--- src/rtl/alu_pkg.sv ---
// alu_pkg: shared definitions for the ALU issue path.
//   - SEL_*   : 4-bit select codes understood by the combinational ALU
//   - FUNCT_* : 6-bit MIPS R-type funct values that map onto those codes
//   - state_t : issue controller FSM states
package alu_pkg;

  localparam logic [3:0] SEL_NOP  = 4'b0000;
  localparam logic [3:0] SEL_ADD  = 4'b0001;
  localparam logic [3:0] SEL_SUB  = 4'b0010;
  localparam logic [3:0] SEL_MULT = 4'b0011;
  localparam logic [3:0] SEL_DIV  = 4'b0100;
  localparam logic [3:0] SEL_AND  = 4'b0101;
  localparam logic [3:0] SEL_OR   = 4'b0110;
  localparam logic [3:0] SEL_NOR  = 4'b0111;
  localparam logic [3:0] SEL_SLT  = 4'b1000;
  localparam logic [3:0] SEL_XOR  = 4'b1001;

  localparam logic [5:0] FUNCT_ADD  = 6'h20;
  localparam logic [5:0] FUNCT_SUB  = 6'h22;
  localparam logic [5:0] FUNCT_MULT = 6'h18;
  localparam logic [5:0] FUNCT_DIV  = 6'h1A;
  localparam logic [5:0] FUNCT_AND  = 6'h24;
  localparam logic [5:0] FUNCT_OR   = 6'h25;
  localparam logic [5:0] FUNCT_NOR  = 6'h27;
  localparam logic [5:0] FUNCT_SLT  = 6'h2A;
  localparam logic [5:0] FUNCT_XOR  = 6'h26;

  typedef enum logic [1:0] {
    ST_IDLE  = 2'b00,
    ST_SETUP = 2'b01,
    ST_EXEC  = 2'b10,
    ST_RESP  = 2'b11
  } state_t;

endpackage

--- src/rtl/alu_funct_decode.sv ---
// alu_funct_decode: combinational MIPS R-type funct -> ALU select decode.
// Ports:
//   funct   in  6  R-type funct field
//   sel     out 4  ALU select code (SEL_NOP when illegal)
//   illegal out 1  funct has no ALU operation
module alu_funct_decode
  import alu_pkg::*;
(
  input  logic [5:0] funct,
  output logic [3:0] sel,
  output logic       illegal
);

  // funct lookup; anything outside the table is flagged illegal
  always_comb begin
    sel     = SEL_NOP;
    illegal = 1'b0;
    case (funct)
      FUNCT_ADD:  sel = SEL_ADD;
      FUNCT_SUB:  sel = SEL_SUB;
      FUNCT_MULT: sel = SEL_MULT;
      FUNCT_DIV:  sel = SEL_DIV;
      FUNCT_AND:  sel = SEL_AND;
      FUNCT_OR:   sel = SEL_OR;
      FUNCT_NOR:  sel = SEL_NOR;
      FUNCT_SLT:  sel = SEL_SLT;
      FUNCT_XOR:  sel = SEL_XOR;
      default: begin
        sel     = SEL_NOP;
        illegal = 1'b1;
      end
    endcase
  end

endmodule

--- src/rtl/alu_issue_ctrl.sv ---
// alu_issue_ctrl: issues one R-type op at a time to a combinational ALU that
// only re-evaluates when its Sel input changes. Operands are registered
// first, Sel is pulsed from NOP to the op code, and Res/zero_flag are
// captured SETTLE_CYCLES later and returned over a valid/ready response.
// Ports:
//   clk, rst_n              clock, synchronous active-low reset
//   in_valid/in_ready       request handshake (in_ready only in IDLE)
//   funct, op_a, op_b       request payload
//   alu_A, alu_B, alu_Sel   registered drive to the ALU
//   alu_Res, alu_zero       ALU outputs
//   out_valid/out_ready     response handshake
//   result, zero            captured ALU result and zero flag
//   illegal, div_by_zero    error flags, valid with out_valid
module alu_issue_ctrl #(
  parameter int DATA_W        = 32,
  parameter int SETTLE_CYCLES = 1
) (
  input  logic              clk,
  input  logic              rst_n,
  input  logic              in_valid,
  output logic              in_ready,
  input  logic [5:0]        funct,
  input  logic [DATA_W-1:0] op_a,
  input  logic [DATA_W-1:0] op_b,
  output logic [DATA_W-1:0] alu_A,
  output logic [DATA_W-1:0] alu_B,
  output logic [3:0]        alu_Sel,
  input  logic [DATA_W-1:0] alu_Res,
  input  logic              alu_zero,
  output logic              out_valid,
  input  logic              out_ready,
  output logic [DATA_W-1:0] result,
  output logic              zero,
  output logic              illegal,
  output logic              div_by_zero
);
  import alu_pkg::*;

  localparam logic [3:0] SETTLE_LAST = 4'(SETTLE_CYCLES - 1);

  state_t            state, state_nx;
  logic [3:0]        op_sel, op_sel_nx;
  logic [3:0]        cnt, cnt_nx;
  logic              in_ready_nx, out_valid_nx;
  logic [DATA_W-1:0] alu_a_nx, alu_b_nx, result_nx;
  logic [3:0]        alu_sel_nx;
  logic              zero_nx, illegal_nx, div_by_zero_nx;

  logic [3:0]        dec_sel;
  logic              dec_illegal;
  logic              dec_div_zero;

  alu_funct_decode u_decode (
    .funct   (funct),
    .sel     (dec_sel),
    .illegal (dec_illegal)
  );

  assign dec_div_zero = (dec_sel == SEL_DIV) && (op_b == '0);

  // next-state and next-output computation; every register holds by default
  always_comb begin
    state_nx       = state;
    op_sel_nx      = op_sel;
    cnt_nx         = cnt;
    in_ready_nx    = in_ready;
    out_valid_nx   = out_valid;
    alu_a_nx       = alu_A;
    alu_b_nx       = alu_B;
    alu_sel_nx     = alu_Sel;
    result_nx      = result;
    zero_nx        = zero;
    illegal_nx     = illegal;
    div_by_zero_nx = div_by_zero;

    case (state)
      ST_IDLE: begin
        alu_sel_nx = SEL_NOP;
        if (in_valid && in_ready) begin
          alu_a_nx    = op_a;
          alu_b_nx    = op_b;
          op_sel_nx   = dec_sel;
          in_ready_nx = 1'b0;
          if (dec_illegal) begin
            // answered immediately; the ALU is never exercised
            result_nx      = '0;
            zero_nx        = 1'b1;
            illegal_nx     = 1'b1;
            div_by_zero_nx = 1'b0;
            out_valid_nx   = 1'b1;
            state_nx       = ST_RESP;
          end else if (dec_div_zero) begin
            result_nx      = '0;
            zero_nx        = 1'b1;
            illegal_nx     = 1'b0;
            div_by_zero_nx = 1'b1;
            out_valid_nx   = 1'b1;
            state_nx       = ST_RESP;
          end else begin
            state_nx = ST_SETUP;
          end
        end else begin
          in_ready_nx = 1'b1;
          state_nx    = ST_IDLE;
        end
      end

      ST_SETUP: begin
        // operands have been stable for a cycle; the Sel edge triggers the ALU
        alu_sel_nx = op_sel;
        cnt_nx     = 4'd0;
        state_nx   = ST_EXEC;
      end

      ST_EXEC: begin
        if (cnt == SETTLE_LAST) begin
          result_nx      = alu_Res;
          zero_nx        = alu_zero;
          illegal_nx     = 1'b0;
          div_by_zero_nx = 1'b0;
          alu_sel_nx     = SEL_NOP;
          out_valid_nx   = 1'b1;
          state_nx       = ST_RESP;
        end else begin
          cnt_nx   = cnt + 4'd1;
          state_nx = ST_EXEC;
        end
      end

      ST_RESP: begin
        if (out_ready) begin
          out_valid_nx = 1'b0;
          in_ready_nx  = 1'b1;
          state_nx     = ST_IDLE;
        end else begin
          out_valid_nx = 1'b1;
          state_nx     = ST_RESP;
        end
      end

      default: begin
        state_nx     = ST_IDLE;
        in_ready_nx  = 1'b1;
        out_valid_nx = 1'b0;
        alu_sel_nx   = SEL_NOP;
      end
    endcase
  end

  // state and registered outputs with synchronous active-low reset
  always_ff @(posedge clk) begin
    if (!rst_n) begin
      state       <= ST_IDLE;
      op_sel      <= SEL_NOP;
      cnt         <= 4'd0;
      in_ready    <= 1'b1;
      out_valid   <= 1'b0;
      alu_A       <= '0;
      alu_B       <= '0;
      alu_Sel     <= SEL_NOP;
      result      <= '0;
      zero        <= 1'b0;
      illegal     <= 1'b0;
      div_by_zero <= 1'b0;
    end else begin
      state       <= state_nx;
      op_sel      <= op_sel_nx;
      cnt         <= cnt_nx;
      in_ready    <= in_ready_nx;
      out_valid   <= out_valid_nx;
      alu_A       <= alu_a_nx;
      alu_B       <= alu_b_nx;
      alu_Sel     <= alu_sel_nx;
      result      <= result_nx;
      zero        <= zero_nx;
      illegal     <= illegal_nx;
      div_by_zero <= div_by_zero_nx;
    end
  end

endmodule

--- config.mk ---
export PLATFORM = sky130hd
export DESIGN_NAME = alu_issue_ctrl
export DESIGN_NICKNAME = d
export VERILOG_FILES = /design/src/rtl/alu_pkg.sv /design/src/rtl/alu_funct_decode.sv /design/src/rtl/alu_issue_ctrl.sv
export SDC_FILE = /design/constraint.sdc
export NUM_CORES = 1
export LEC_CHECK = 0
export ABC_CLOCK_PERIOD_IN_PS = 2180
export CORE_ASPECT_RATIO = 0.5
export CORE_MARGIN = 8
export CORE_UTILIZATION = 31
export CTS_BUF_LIST = sky130_fd_sc_hd__clkbuf_8
export DETAILED_ROUTE_END_ITERATION = 12
export PLACE_DENSITY = 0.61
export SYNTH_ARGS = -nofsm -noshare
export SYNTH_HDL_FRONTEND = slang
export SYNTH_SLANG_ARGS = --single-unit
export TNS_END_PERCENT = 1
--- constraint.sdc ---
create_clock -name clk -period 2.18 [get_ports clk]
set_input_delay 0.218 -clock clk [delete_from_list [all_inputs] [get_ports clk]]
set_output_delay 0.218 -clock clk [all_outputs]
set_load 0.03 [all_outputs]
* Word-level counts from Yosys, hierarchy flattened
Cells that the tools add are included.
W data, S select, Z words.
** Cells by class
- Order comparisons :: 0
- Divide/modulo/power cells :: 0
- Shift operators :: 0
- Multiplexer cells :: 35
- Reduce and logical (&&, ||, !) cells :: 17
- $mul :: 0
- Add/sub/neg operators :: 1
- Bitwise operators :: 0
- Equal/unequal tests :: 18
** Operator list (number)
- $mux W32 :: 4
- $pmux W32 S2 :: 1
- $eq A6 B6 Y1 const B :: 7
- $pmux W4 S9 :: 1
- $logic_not A32 Y1 :: 1
- $mux W1 :: 15
- $eq A6 B5 Y1 const B :: 2
- $pmux W4 S3 :: 1
- $reduce_or A9 Y1 :: 1
- $mux W2 :: 4
- $mux W4 :: 2
- $ne A2 B2 Y1 const B :: 4
- $pmux W1 S2 :: 4
- $pmux W2 S4 :: 1
- $pmux W4 S2 :: 1
- $reduce_and A2 Y1 :: 4
- $reduce_and A4 Y1 :: 2
- $reduce_bool A2 Y1 :: 3
- $reduce_bool A3 Y1 :: 2
- $add A4 B1 Y4 const B :: 1
- $eq A2 B2 Y1 const B :: 2
- $eq A4 B3 Y1 const B :: 1
- $logic_not A4 Y1 :: 1
- $ne A3 B3 Y1 const B :: 1
- other kinds (4) :: 5
** Word-level totals
- Input port bits :: 107
- Flip-flop bits (word level) :: 115
- Output and inout bits :: 105
- Bits in writable memories :: 0
- Latch bits :: 0
- Memories :: 0
- Word-level logic and storage cells :: 83
- ROM bits :: 0

* Depth between registers and ports, before layout
- Depth after elaboration :: 8
- Depth in mapped cells :: 8
- Mapped depth without buffers :: 7

* Modules after synthesis
From an unflattened synthesis, not the netlist that was laid out.
** Second synthesis, totals
- Cell total of the unflattened synthesis :: 559
- Area, all modules :: 4408.0 µm²
** Modules (own cells, without submodules)
- alu_issue_ctrl :: seq. area each 2302.2 µm², times used 1, cells an instance 539, area an instance 4266.6 µm²
- alu_funct_decode :: seq. area each 0.0 µm², times used 1, cells an instance 20, area an instance 141.4 µm²

* Least setup slack after synthesis
OpenSTA, ideal clock, no wires.
- Path kind :: input -> register
- Start :: in op_b[5]
- End :: reg result[18]
- Buffers on the path :: 1
- Arrival :: 1.610 ns
- Slack :: 0.452 ns
- Setup time :: 0.117 ns
- Cell stages on the path :: 7
- Data required time :: 2.063 ns
- Cells stage by stage :: nor4_1 nand4_1 nor3_2 nand4_4 a31o_4 buf_6 a32o_1
** Between the ends
- Cells in the longest elaborated chain, start to end :: 4
** RTL lines
- start: declaration :: line alu_issue_ctrl.sv:24 : input logic [DATA_W-1:0] op_b,
- $logic_not A32 Y1 :: line alu_issue_ctrl.sv:59 : assign dec_div_zero = (dec_sel == SEL_DIV) && (op_b == '0);
- $logic_and A1 B1 Y1 :: line alu_issue_ctrl.sv:59
- $ne A3 B3 Y1 (no line)
- $reduce_and A4 Y1 (no line)
- end signal: assignment :: line alu_issue_ctrl.sv:174 : result <= result_nx;
- end: declaration :: line alu_issue_ctrl.sv:32 : output logic [DATA_W-1:0] result,
No other way between the ends.
A chain may end at the register's enable or synchronous reset.

* Worst setup path in the final report
- Start :: in op_b[23]
- End :: reg result[18]
The elaborated chain is that of the path after synthesis.

==> reports/summary.txt <==
minimum clock period: 1990 ps
fmax: 503 MHz
gr ovfl total: 0
synth cell count leaders: nand2_1 (136), dfxtp_1 (115), a21oi_1 (75)
Max FO, Critical Path: 33
total power: 5.76 mW
Critical Path RT: 2490 ps
share of cells above drive strength 1: 10.0%
# DRC: 0
number of port buffers: 211
Synth Net Count: 601
max_slew headroom: 60.4%
die width: 183 um
first-pass GRT wire length: 23400 um
die area: 0.0182 mm^2
CP startpoint kind: input port
Clock Tree Buf Depth: 2
Starting Density: 31.9%
Vias: 4334
vias in the first global route: 4313
cts hold-fix bufs: 0
Yosys warnings: 0
EDFF count, synth: 0
most frequent cell after synthesis: nand2_1
prevailing post-synth register cell: dfxtp_1
dpl hpwl: 10600 um
Avg WL per Cell: 16.0 um
post-route setup TNS: 0 ps
post-synth top area share: 53.2%
non-filler instance count after layout: 922
Placed Cells: 892
Worst Path Arrival: 2300 ps
Setup Skew: 11.4 ps
Clock Latency Late Sink: 420 ps
Global Route Usage Sum: 15.9%
Num CTS Buffers: 17
Avg Cell Area, Syn: 8.80 um^2
Post-DP Area: 0.00679 mm^2
Yosys cell types: 43
HP Class: in -> reg
Total Routed Length: 14700 um
num rows: 30
maximum vdd drop: 332 uV
top cells by area, synth: dfxtp_1 (53%), nand2_1 (12%), a21oi_1 (8.7%)
Synth async-reset ratio: 0%
CTS tree: done
largest net degree at the start of global routing: 74
clock-pin slew on the worst setup and hold paths: 70 ps
Initial DRC Count: 133
power per standard cell area: 803 mW/mm^2
Core Footprint: 0.0136 mm^2
Post-CTS Setup Inserts: 0
initial antenna violation count: 0
Reg-to-Reg Start: cnt[0]
Hold Vio Cnt, Final: 0
Period Utilization, post-route: 91.1%
P&R area growth vs syn: 65.9%
worst-margin pin slew: 593 ps
hold_sp: op_a[9]
Crit. End Element: flip-flop
status: finished clean
Final Max Tran Viols: 0
Layout Nets: 828
RSZ-0062 raised after global routing: false
register bit total from synthesis: 115
number of H-tree levels: 4
area leader, netlist: dfxtp_1
Seq/Total Area, Yosys: 53.2%
multi-input logic area: 0.00186 mm^2
clock root cell: clkbuf_8
Worst Setup SP: op_b[23]
P_leak: 2.59 nW
post-route ant nets: 0
drt via density: 4.70
Max-Cap Viols: 0
Die Height: 99.6 um
IO Count: 212
Cells after Synth: 492
Final Setup Violations: 0
Post-Layout Inst Area: 0.00718 mm^2
storage element area: 0.00230 mm^2
critical path type: in -> reg
RePlAce Congestion: 0.772
post-CTS sizing: 0
fill count: 1293
FF-to-FF setup slack: 390 ps
Netlist Area Pre-Place: 0.00433 mm^2
Ant. Diodes: 0
drt first pass iters: 4
total clock sinks: 115
[critical path: stages]
cell and delay [ps]:
clkdlybuf4s50_1 430, nor4_1 350, buf_4 170, nand3_1 140
nor2_2 180, nand4_4 110, a31o_4 380, a32o_1 310
[report_power, final]
part / total, mW / leakage, nW / switching, mW / internal, mW
combinational: 1.43 / 1.46 / 0.799 / 0.634
sequential: 2.39 / 0.939 / 0.107 / 2.28
clock: 1.95 / 0.196 / 0.860 / 1.09
total: 5.76 / 2.59 / 1.77 / 4.00
[cells in the final DEF (no fill, tap or decap), types with 2 or more instances in the layout]
cell type | Yosys | routed
a211oi_1 | 4 | 4
nand2_1 | 136 | 136
a32o_1 | 32 | 32
and2_1 | 3 | 3
clkinvlp_4 | 0 | 2
o211ai_1 | 2 | 2
nor4_1 | 7 | 7
a21oi_1 | 75 | 75
nor3_2 | 1 | 3
o22ai_1 | 2 | 2
inv_1 | 7 | 6
clkbuf_8 | 0 | 20
nand3_1 | 4 | 3
o31ai_1 | 2 | 2
mux2i_1 | 5 | 5
o21a_1 | 2 | 2
clkdlybuf4s50_1 | 0 | 211
nand4_1 | 3 | 3
clkinv_2 | 0 | 5
a21o_1 | 2 | 2
nor3_1 | 6 | 4
nand2b_1 | 6 | 6
dfxtp_1 | 115 | 115
buf_4 | 0 | 31
nor2_1 | 18 | 18
bufinv_16 | 0 | 2
a22oi_1 | 4 | 4
ha_1 | 2 | 2
o21ai_0 | 2 | 2
[logic make-up (layout without fill, tap and decap cells)]
logic type | after synthesis | after routing | synth area share, %
flops | 115 | 115 | 53.2
simple gates | 194 | 194 | 19.8
xor+xnor | 1 | 1 | 0.202
compound gates | 133 | 133 | 20.9
mux | 5 | 5 | 1.16
buf+inv | 42 | 280 | 4.16
fa+ha+maj | 2 | 2 | 0.578
[stage by stage]
step                      util [%]  hold slack (ps)  setup slack [ps]
after floorplan                  -              344               452
after detailed placement      50.0              438              -271
final                         52.8              339               193
after CTS                     52.8              309               183
after global routing          52.8              319              26.5
after global placement        50.0              436              -253
[path summary, 6_finish.rpt]
path / to / cells past startpoint
setup / recovery: result[18] / 8
hold / removal: alu_A[9] / 3
setup reg to reg: result[18] / 7
hold reg to reg: zero / 2
[state kept, by name (all words and copies together), names as in the netlist]
name and flops:
alu_A 32, alu_B 32, result 32, alu_Sel 4
cnt 4, op_sel 4, state 2, div_by_zero 1
illegal 1, in_ready 1, out_valid 1, zero 1
[cell type report]
cell class / instances / area share [%]
multi-input combinational: 335 / 25.9
clock buffer: 20 / 3.83
timing repair buffer: 243 / 32.9
inverter: 7 / 0.366
clock inverter: 10 / 1.52
sequential: 115 / 32.1
tap: 192 / 3.35
[layer usage]
layer | up-vias | share of wire [%] | GRT usage, %
li1 | 2178 | - | -
met1 | 2018 | 45 | 19.3
met2 | 123 | 46 | 26.2
met3 | 15 | 7.5 | 5.06
met4 | 0 | 1.2 | 5.34
met5 | - | 0 | 0
Note: power is estimated with default switching activity, not from simulation.
